==> src/rtl/alu_accum_param.sv <==
// Accumulating ALU with registered flags and a multi-cycle shift-add multiplier.
// Single-cycle ops complete on the accepting edge; MUL holds oReady low for WIDTH edges.
module alu_accum_param #(
  parameter int WIDTH = 16
) (
  input  logic             iClock,
  input  logic             iReset,
  input  logic             iValid,
  output logic             oReady,
  input  logic [WIDTH-1:0] iA,
  input  logic [WIDTH-1:0] iB,
  input  logic [3:0]       iOpcode,
  output logic [WIDTH-1:0] oAccumulator,
  output logic             oValid,
  output logic             oCarry,
  output logic             oZero,
  output logic             oNegative,
  output logic             oOverflow
);

  typedef enum logic {IDLE, MUL} state_t;

  localparam int CW = $clog2(WIDTH + 1);
  localparam logic [3:0] OP_MUL = 4'b1100;

  state_t             state;
  logic [CW-1:0]      count;
  logic [2*WIDTH-1:0] mcand;
  logic [2*WIDTH-1:0] product;
  logic [2*WIDTH-1:0] product_next;
  logic [WIDTH-1:0]   mplier;
  logic [WIDTH:0]     sum;
  logic [WIDTH-1:0]   res;
  logic               res_c;
  logic               res_v;
  logic               write;
  logic               accept;

  assign oReady       = (state == IDLE);
  assign accept       = iValid && oReady;
  assign product_next = product + (mplier[0] ? mcand : '0);

  // Result and flags of the single-cycle opcodes; write=0 means leave registers alone.
  always_comb begin
    sum   = '0;
    res   = oAccumulator;
    res_c = oCarry;
    res_v = oOverflow;
    write = 1'b1;
    case (iOpcode)
      4'b0000: begin res = iA & iB; res_c = 1'b0; res_v = 1'b0; end
      4'b0001: begin res = iA | iB; res_c = 1'b0; res_v = 1'b0; end
      4'b0010: begin res = iA ^ iB; res_c = 1'b0; res_v = 1'b0; end
      4'b0011: begin res = ~iA;     res_c = 1'b0; res_v = 1'b0; end
      4'b0100: begin res = iB;      res_c = 1'b0; res_v = 1'b0; end
      4'b1000, 4'b1010: begin
        sum   = {1'b0, iA} + {1'b0, iB}
                + {{WIDTH{1'b0}}, (iOpcode == 4'b1010) ? oCarry : 1'b0};
        res   = sum[WIDTH-1:0];
        res_c = sum[WIDTH];
        res_v = (iA[WIDTH-1] == iB[WIDTH-1]) && (res[WIDTH-1] != iA[WIDTH-1]);
      end
      4'b1001: begin
        // Bit WIDTH of the extended difference is the unsigned borrow.
        sum   = {1'b0, iA} - {1'b0, iB};
        res   = sum[WIDTH-1:0];
        res_c = sum[WIDTH];
        res_v = (iA[WIDTH-1] != iB[WIDTH-1]) && (res[WIDTH-1] != iA[WIDTH-1]);
      end
      4'b1011: begin
        sum   = {1'b0, oAccumulator} + {1'b0, iA};
        res   = sum[WIDTH-1:0];
        res_c = sum[WIDTH];
        res_v = (oAccumulator[WIDTH-1] == iA[WIDTH-1]) &&
                (res[WIDTH-1] != oAccumulator[WIDTH-1]);
      end
      default: write = 1'b0;
    endcase
  end

  always_ff @(posedge iClock or posedge iReset) begin
    if (iReset) begin
      state        <= IDLE;
      count        <= '0;
      mcand        <= '0;
      mplier       <= '0;
      product      <= '0;
      oAccumulator <= '0;
      oCarry       <= 1'b0;
      oZero        <= 1'b1;
      oNegative    <= 1'b0;
      oOverflow    <= 1'b0;
      oValid       <= 1'b0;
    end else begin
      oValid <= 1'b0;
      case (state)
        IDLE: begin
          if (accept) begin
            if (iOpcode == OP_MUL) begin
              state   <= MUL;
              count   <= '0;
              mcand   <= {{WIDTH{1'b0}}, iA};
              mplier  <= iB;
              product <= '0;
            end else begin
              oValid <= 1'b1;
              if (write) begin
                oAccumulator <= res;
                oCarry       <= res_c;
                oZero        <= (res == '0);
                oNegative    <= res[WIDTH-1];
                oOverflow    <= res_v;
              end
            end
          end
        end
        MUL: begin
          // One multiplier bit per edge; the WIDTH-th edge commits the product.
          product <= product_next;
          mcand   <= mcand << 1;
          mplier  <= mplier >> 1;
          count   <= count + CW'(1);
          if (count == CW'(WIDTH - 1)) begin
            state        <= IDLE;
            count        <= '0;
            oValid       <= 1'b1;
            oAccumulator <= product_next[WIDTH-1:0];
            oCarry       <= |product_next[2*WIDTH-1:WIDTH];
            oZero        <= (product_next[WIDTH-1:0] == '0);
            oNegative    <= product_next[WIDTH-1];
            oOverflow    <= 1'b0;
          end
        end
      endcase
    end
  end

endmodule

==> config.mk <==
export PLATFORM = sky130hd
export DESIGN_NAME = alu_accum_param
export DESIGN_NICKNAME = d
export VERILOG_FILES = /design/src/rtl/alu_accum_param.sv
export SDC_FILE = /design/constraint.sdc
export NUM_CORES = 1
export LEC_CHECK = 0
export ABC_AREA = 1
export ABC_CLOCK_PERIOD_IN_PS = 11050
export CAP_MARGIN = 0
export CORE_MARGIN = 2
export CORE_UTILIZATION = 30
export DETAILED_ROUTE_END_ITERATION = 8
export HOLD_SLACK_MARGIN = 0.02
export REMOVE_ABC_BUFFERS = 1
export SLEW_MARGIN = 20
export SYNTH_ARGS = -nofsm -noshare
export SYNTH_HDL_FRONTEND = slang
export SYNTH_SLANG_ARGS = --single-unit
export TNS_END_PERCENT = 20
==> constraint.sdc <==
create_clock -name iClock -period 11.05 [get_ports iClock]
set_clock_uncertainty 0.05 [all_clocks]
set_input_delay 2.21 -clock iClock [delete_from_list [all_inputs] [get_ports iClock]]
set_output_delay 2.21 -clock iClock [all_outputs]
set_load 0.02 [all_outputs]
==> out/metrics.cfg, run 1 <==
[outcome]
status=complete, no violations

[drt]
vias=11599
wire_per_inst_um=17.6
drc=0
drtPass1Iterations=5
drt-total-wl_mm=39.9
viasPerCell=5.12
drtIter0Drc=1111
detail-route-antenna-nets=0

[sta]
slew_headroom=0.313
final.setup.tns_ps=0
slew_violations=0
min_period_over_period=0.517
fmax_ghz=0.175
worstMarginPinSlew_ps=1030
finalHoldViolCount=0
rsz0062_at_grt=false
setup_viol=0
post-route-min-period_ps=5710

[yosys]
syn_area_per_cell_um2=6.18
yosysSeqAreaShare=0.243
synth_warnings=0
synth_top_area_share=0.240
ys_seq_elements=106
syn-cell-area_um2=10900
synth-edff-count=0
async_reset_ff_frac=1.00
synth_ff_type=dfrtp_1
postSynthCellCount=1771
yosys-top-cells-area=dfrtp_1, nand2_1, ha_1, inv_1, nand3_1
yosysTopAreaCell=dfrtp_1
synth.distinct_cells=45

[global_route]
overflow=0
antenna_found_initial=0
grt_pass1_wl_mm=62.2
grt_max_degree=60
grt_pass1_vias=11036
grt_usage=0.210

[clocking]
cts_hold_buf=0
clock_latency_ps=370
clk_pin_slew_ps=90
cts_tree=yes
cts.sinks=106
root_buffer=clkbuf_16
h-tree-depth=3
cts_setup_buffers=0
post_cts_resized=0
cts_buffers=9
cts_max_path_buffers=2

[critical_path]
cp-end-kind=flop
path_cells=clkdlybuf4s50_1 > nor2_1 > nand3_1 > fa_1 > fa_1 > inv_1 > nand3_1 > nand2_1 > nand2_1 > nand2_1 > nand2_1 > nand2_1 > nand2_1 > nand3_1 > nand2_1 > nor3_1 > nand2_1 > nor2_1 > nand2_1 > a21oi_2
startpoint_type=input pin
cpPeakStageDelay_ps=800
cpMaxStageDelayCell=clkdlybuf4s50_1
critPathKind=in -> reg
crit_family=simple AND/OR/NAND/NOR gates
required_ps=11300
r2r_slack_ps=7800
cp_max_fo=15
critPathArrivalTime_ps=5960
worst-path-buf-inv=2
cpMostUsedCell=nand2_1

[floorplanning]
die_area_um2=38000
design.core.area_um2=35700
die_h_um=195
start_util=0.306
ios=61
rows=69
fp.dieW_um=195

[layout]
drive_gt1_frac=0.0321
fin_nets=1940
stdcell_area_um2=12300
syn_to_final_growth_pct=12.1
final_common_cell=nand2_1
layout_common_cells=nand2_1, inv_1, nor2_1
antenna_cells=0

[power_and_ir_drop]
leakage_nw=6.51
irDropWorstVdd_uv=100
power_mw=2.17
power_density_nw_per_um2=177

[placed_design]
dpl-instance-area_um2=12000
place.gp.congestion=0.985
dp_hpwl_mm=32.2
portBuffers=60

[worst_hold_path]
hold_class=reg -> reg

[flow_run]
maxCapViolations=0

==> flip-flops by register name (all words and copies together), names as in the netlist <==
name	count
mcand	32
product	32
mplier	16
oAccumulator	16
count	5
oCarry	1
oOverflow	1
oValid	1
oZero	1
state	1
==> synth_stat cells, types with 23 or more instances <==
master / n
o21ai_0: 60
nand3_1: 133
a21oi_1: 73
o22ai_1: 29
inv_1: 278
nand2_1: 591
dfrtp_1: 105
nor2_1: 140
nor3_1: 23
ha_1: 96
nand4_1: 29
clkbuf_1: 25
==> logic make-up after synthesis <==
kind of cell | after synthesis | share of synthesized area
adder cells (fa/ha/maj) | 101 | 0.119
XOR/XNOR | 18 | 0.0144
AND/OR/NAND/NOR | 962 | 0.368
buffers and inverters | 332 | 0.118
flip-flops | 106 | 0.243
AO/OA/AOI/OAI | 252 | 0.138
==> area by class of cell <==
class	count	area (µm²)
clock buffers	9	225
clock inverters	7	80.1
fillers	3977	23500
inverters	284	1070
multi-input cells	1333	7010
flip-flops and latches	106	2660
well taps	461	577
repair buffers	66	646
==> where the power goes <==
part	total, mW	internal (mW)	switching [mW]
Clock	0.336	0.163	0.173
Sequential	0.655	0.530	0.125
Combinational	1.18	0.405	0.773
Total	2.17	1.10	1.07
==> worst min-delay path: stages, from the launching register on <==
cell     delay [ps]
dfrtp_1         360
nand2_1          60
nand2_1          50
==> worst paths after layout <==
kind,from,to,depth (start not counted)
setup / recovery,iOpcode[2],oZero,20
hold / removal,product[2],product[2],2
setup reg to reg,oCarry,oZero,18
hold reg to reg,product[2],product[2],2
max in group asynchronous,iReset,mcand[13],3
min in group asynchronous,iReset,count[1],2
==> routing by layer <==
| layer | track usage | wire length (µm) | vias up |
|---|---|---|---|
| li1 | - | - | 5757 |
| met1 | 0.302 | 19200 | 5397 |
| met2 | 0.324 | 17200 | 383 |
| met3 | 0.0279 | 2420 | 62 |
| met4 | 0.0659 | 1090 | 0 |
| met5 | 0 | 0 | - |
==> stage by stage <==
| step | util | instances | worst slack (ps) | hold slack [ps] |
|---|---|---|---|---|
| after global placement | 0.334 | 2250 | 5160 | 415 |
| after CTS | 0.343 | 2266 | 5400 | 445 |
| final | 0.343 | 2266 | 5340 | 444 |
| after detailed placement | 0.334 | 2250 | 5040 | 423 |
| after floorplan | - | 1723 | 5380 | 398 |
| after global routing | 0.343 | 2266 | 5040 | 478 |
Note: power is estimated with default switching activity, not from simulation.
==> inputs of run 2 (changes only) <==
Settings changed: ABC_CLOCK_PERIOD_IN_PS 11050 to 5950.
Clock period 11.05 ns to 5.95 ns, I/O delays scaled along.
==> run 2 against run 1 <==
  * Global-route usage about the same
  * Wire length decreased by 0.64%
  * Cell count about the same
  * Critical path depth grew 1
  * Critical path type unchanged
  * Critical endpoint unchanged
==> out/metrics.cfg, run 2 (synthesis results as in run 1) <==
[sta]
worstMarginPinSlew_ps=1080
post-route-min-period_ps=4460
min_period_over_period=0.749
slew_headroom=0.277
rsz0062_at_grt=false
setup_viol=0
final.setup.tns_ps=0
fmax_ghz=0.224
setup_ws_ps=1490
finalHoldViolCount=0
slew_violations=0

[critical_path]
required_ps=6210
startpoint_type=input pin
r2r_slack_ps=2790
critPathKind=in -> reg
r2r-start=oCarry
reg2reg_depth=18
r2r_end=oZero
critPathLaunch=iOpcode[3]
cp-end-kind=flop
cp_max_fo=7
critPathArrivalTime_ps=4720

[global_route]
grt_max_degree=63
grt_usage=0.210
overflow=0
antenna_found_initial=1
grt_pass1_vias=11196
grt_pass1_wl_mm=62.7

[floorplanning]
rows=69
start_util=0.306
fp.dieW_um=195
die_area_um2=38000
die_h_um=195
design.core.area_um2=35700
ios=61

[placed_design]
dp_slack_ps=1160
place.gp.congestion=0.982
place_inst=2252
dp_hpwl_mm=31.8
portBuffers=60

[layout]
multi_input_area_um2=7010
nFillCells=3976
fin_nets=1942
regArea_um2=2660
drive_gt1_frac=0.0332
fin_util=0.344
syn_to_final_growth_pct=12.3
final_common_cell=nand2_1
layout_common_cells=nand2_1, inv_1, nor2_1
instances_no_fill=2268
antenna_cells=0
top_regs=mcand x32, product x32

[worst_hold_path]
hold_end=mcand[31]
hp-start=mcand[31]
min_path_cells=2
hold_class=reg -> reg

[drt]
drtPass1Iterations=7
drc=0
detail-route-antenna-nets=0
drt-total-wl_mm=39.7
viasPerCell=5.10
wire_per_inst_um=17.5
drtIter0Drc=932
vias=11566

[clocking]
clk_pin_slew_ps=80
cts_max_path_buffers=2
clock_latency_ps=370
cts_buffers=9
cts_setup_buffers=0
h-tree-depth=3
root_buffer=clkbuf_16
post_cts_resized=0
cts_tree=yes
cts_hold_buf=0
cts.sinks=106

[power_and_ir_drop]
irDropWorstVdd_uv=200
leakage_nw=6.52
power_density_nw_per_um2=327

[flow_run]
maxCapViolations=0

[outcome]
status=complete, no violations

==> run 2: changes by cell type in the layout (fill, tap and decap cells not counted) <==
| cell | before | now |
|---|---|---|
| buf_4 | 6 | 8 |
| clkinvlp_4 | 1 | 0 |
| clkinv_8 | 1 | 2 |
==> run 2: per-layer routing <==
| metal | vias to the layer above | track usage | part of all wire |
|---|---|---|---|
| li1 | 5765 | - | - |
| met1 | 5378 | 0.297 | 0.48 |
| met2 | 354 | 0.323 | 0.43 |
| met3 | 69 | 0.0394 | 0.063 |
| met4 | 0 | 0.0662 | 0.029 |
| met5 | - | 0 | 0 |
==> run 2: worst max-delay path: stages <==
cell	delay [ps]
clkdlybuf4s50_1	560
inv_1	160
nor2_1	280
nand3_1	130
fa_1	430
fa_1	400
inv_1	130
nand3_1	100
nand2_1	170
nand2_1	90
nand2_1	100
nand2_1	80
nand2_1	80
nand2_1	60
nand3_1	80
nand2_1	50
nor3_1	250
nand2_1	80
nor2_1	100
nand2_1	70
a21oi_2	110
==> run 2: final cells by class <==
type / count / share of cell area
Tap cell: 461 / 0.0470
Clock inverter: 7 / 0.00723
Multi-Input combinational cell: 1333 / 0.571
Clock buffer: 9 / 0.0183
Inverter: 284 / 0.0870
Sequential cell: 106 / 0.216
Timing Repair Buffer: 68 / 0.0538
==> run 2: stage by stage <==
step                      cell area [µm²]  power [mW]  hold slack (ps)
after floorplan                     10700        2.58              398
after global placement              12000        3.34              415
after detailed placement            12000        3.36              419
after CTS                           12300        4.01              445
after global routing                12300        4.37              467
final                               12300        4.01              439
==> run 2: worst max path at each step <==
stage	slack, ps	depth (start not counted)	end
after global routing	1100	21	oZero
after detailed placement	1160	21	oZero
final	1490	21	oZero
after floorplan	1300	7	mcand[10]
after global placement	1240	21	oZero
after CTS	1540	21	oZero
==> run 2: power by group <==
| group | total, mW | switching, mW | leakage [nW] | internal [mW] |
|---|---|---|---|---|
| logic | 2.18 | 1.42 | 4.97 | 0.754 |
| clock network | 0.631 | 0.325 | 0.153 | 0.306 |
| registers | 1.21 | 0.223 | 1.40 | 0.984 |
| total | 4.01 | 1.97 | 6.52 | 2.04 |
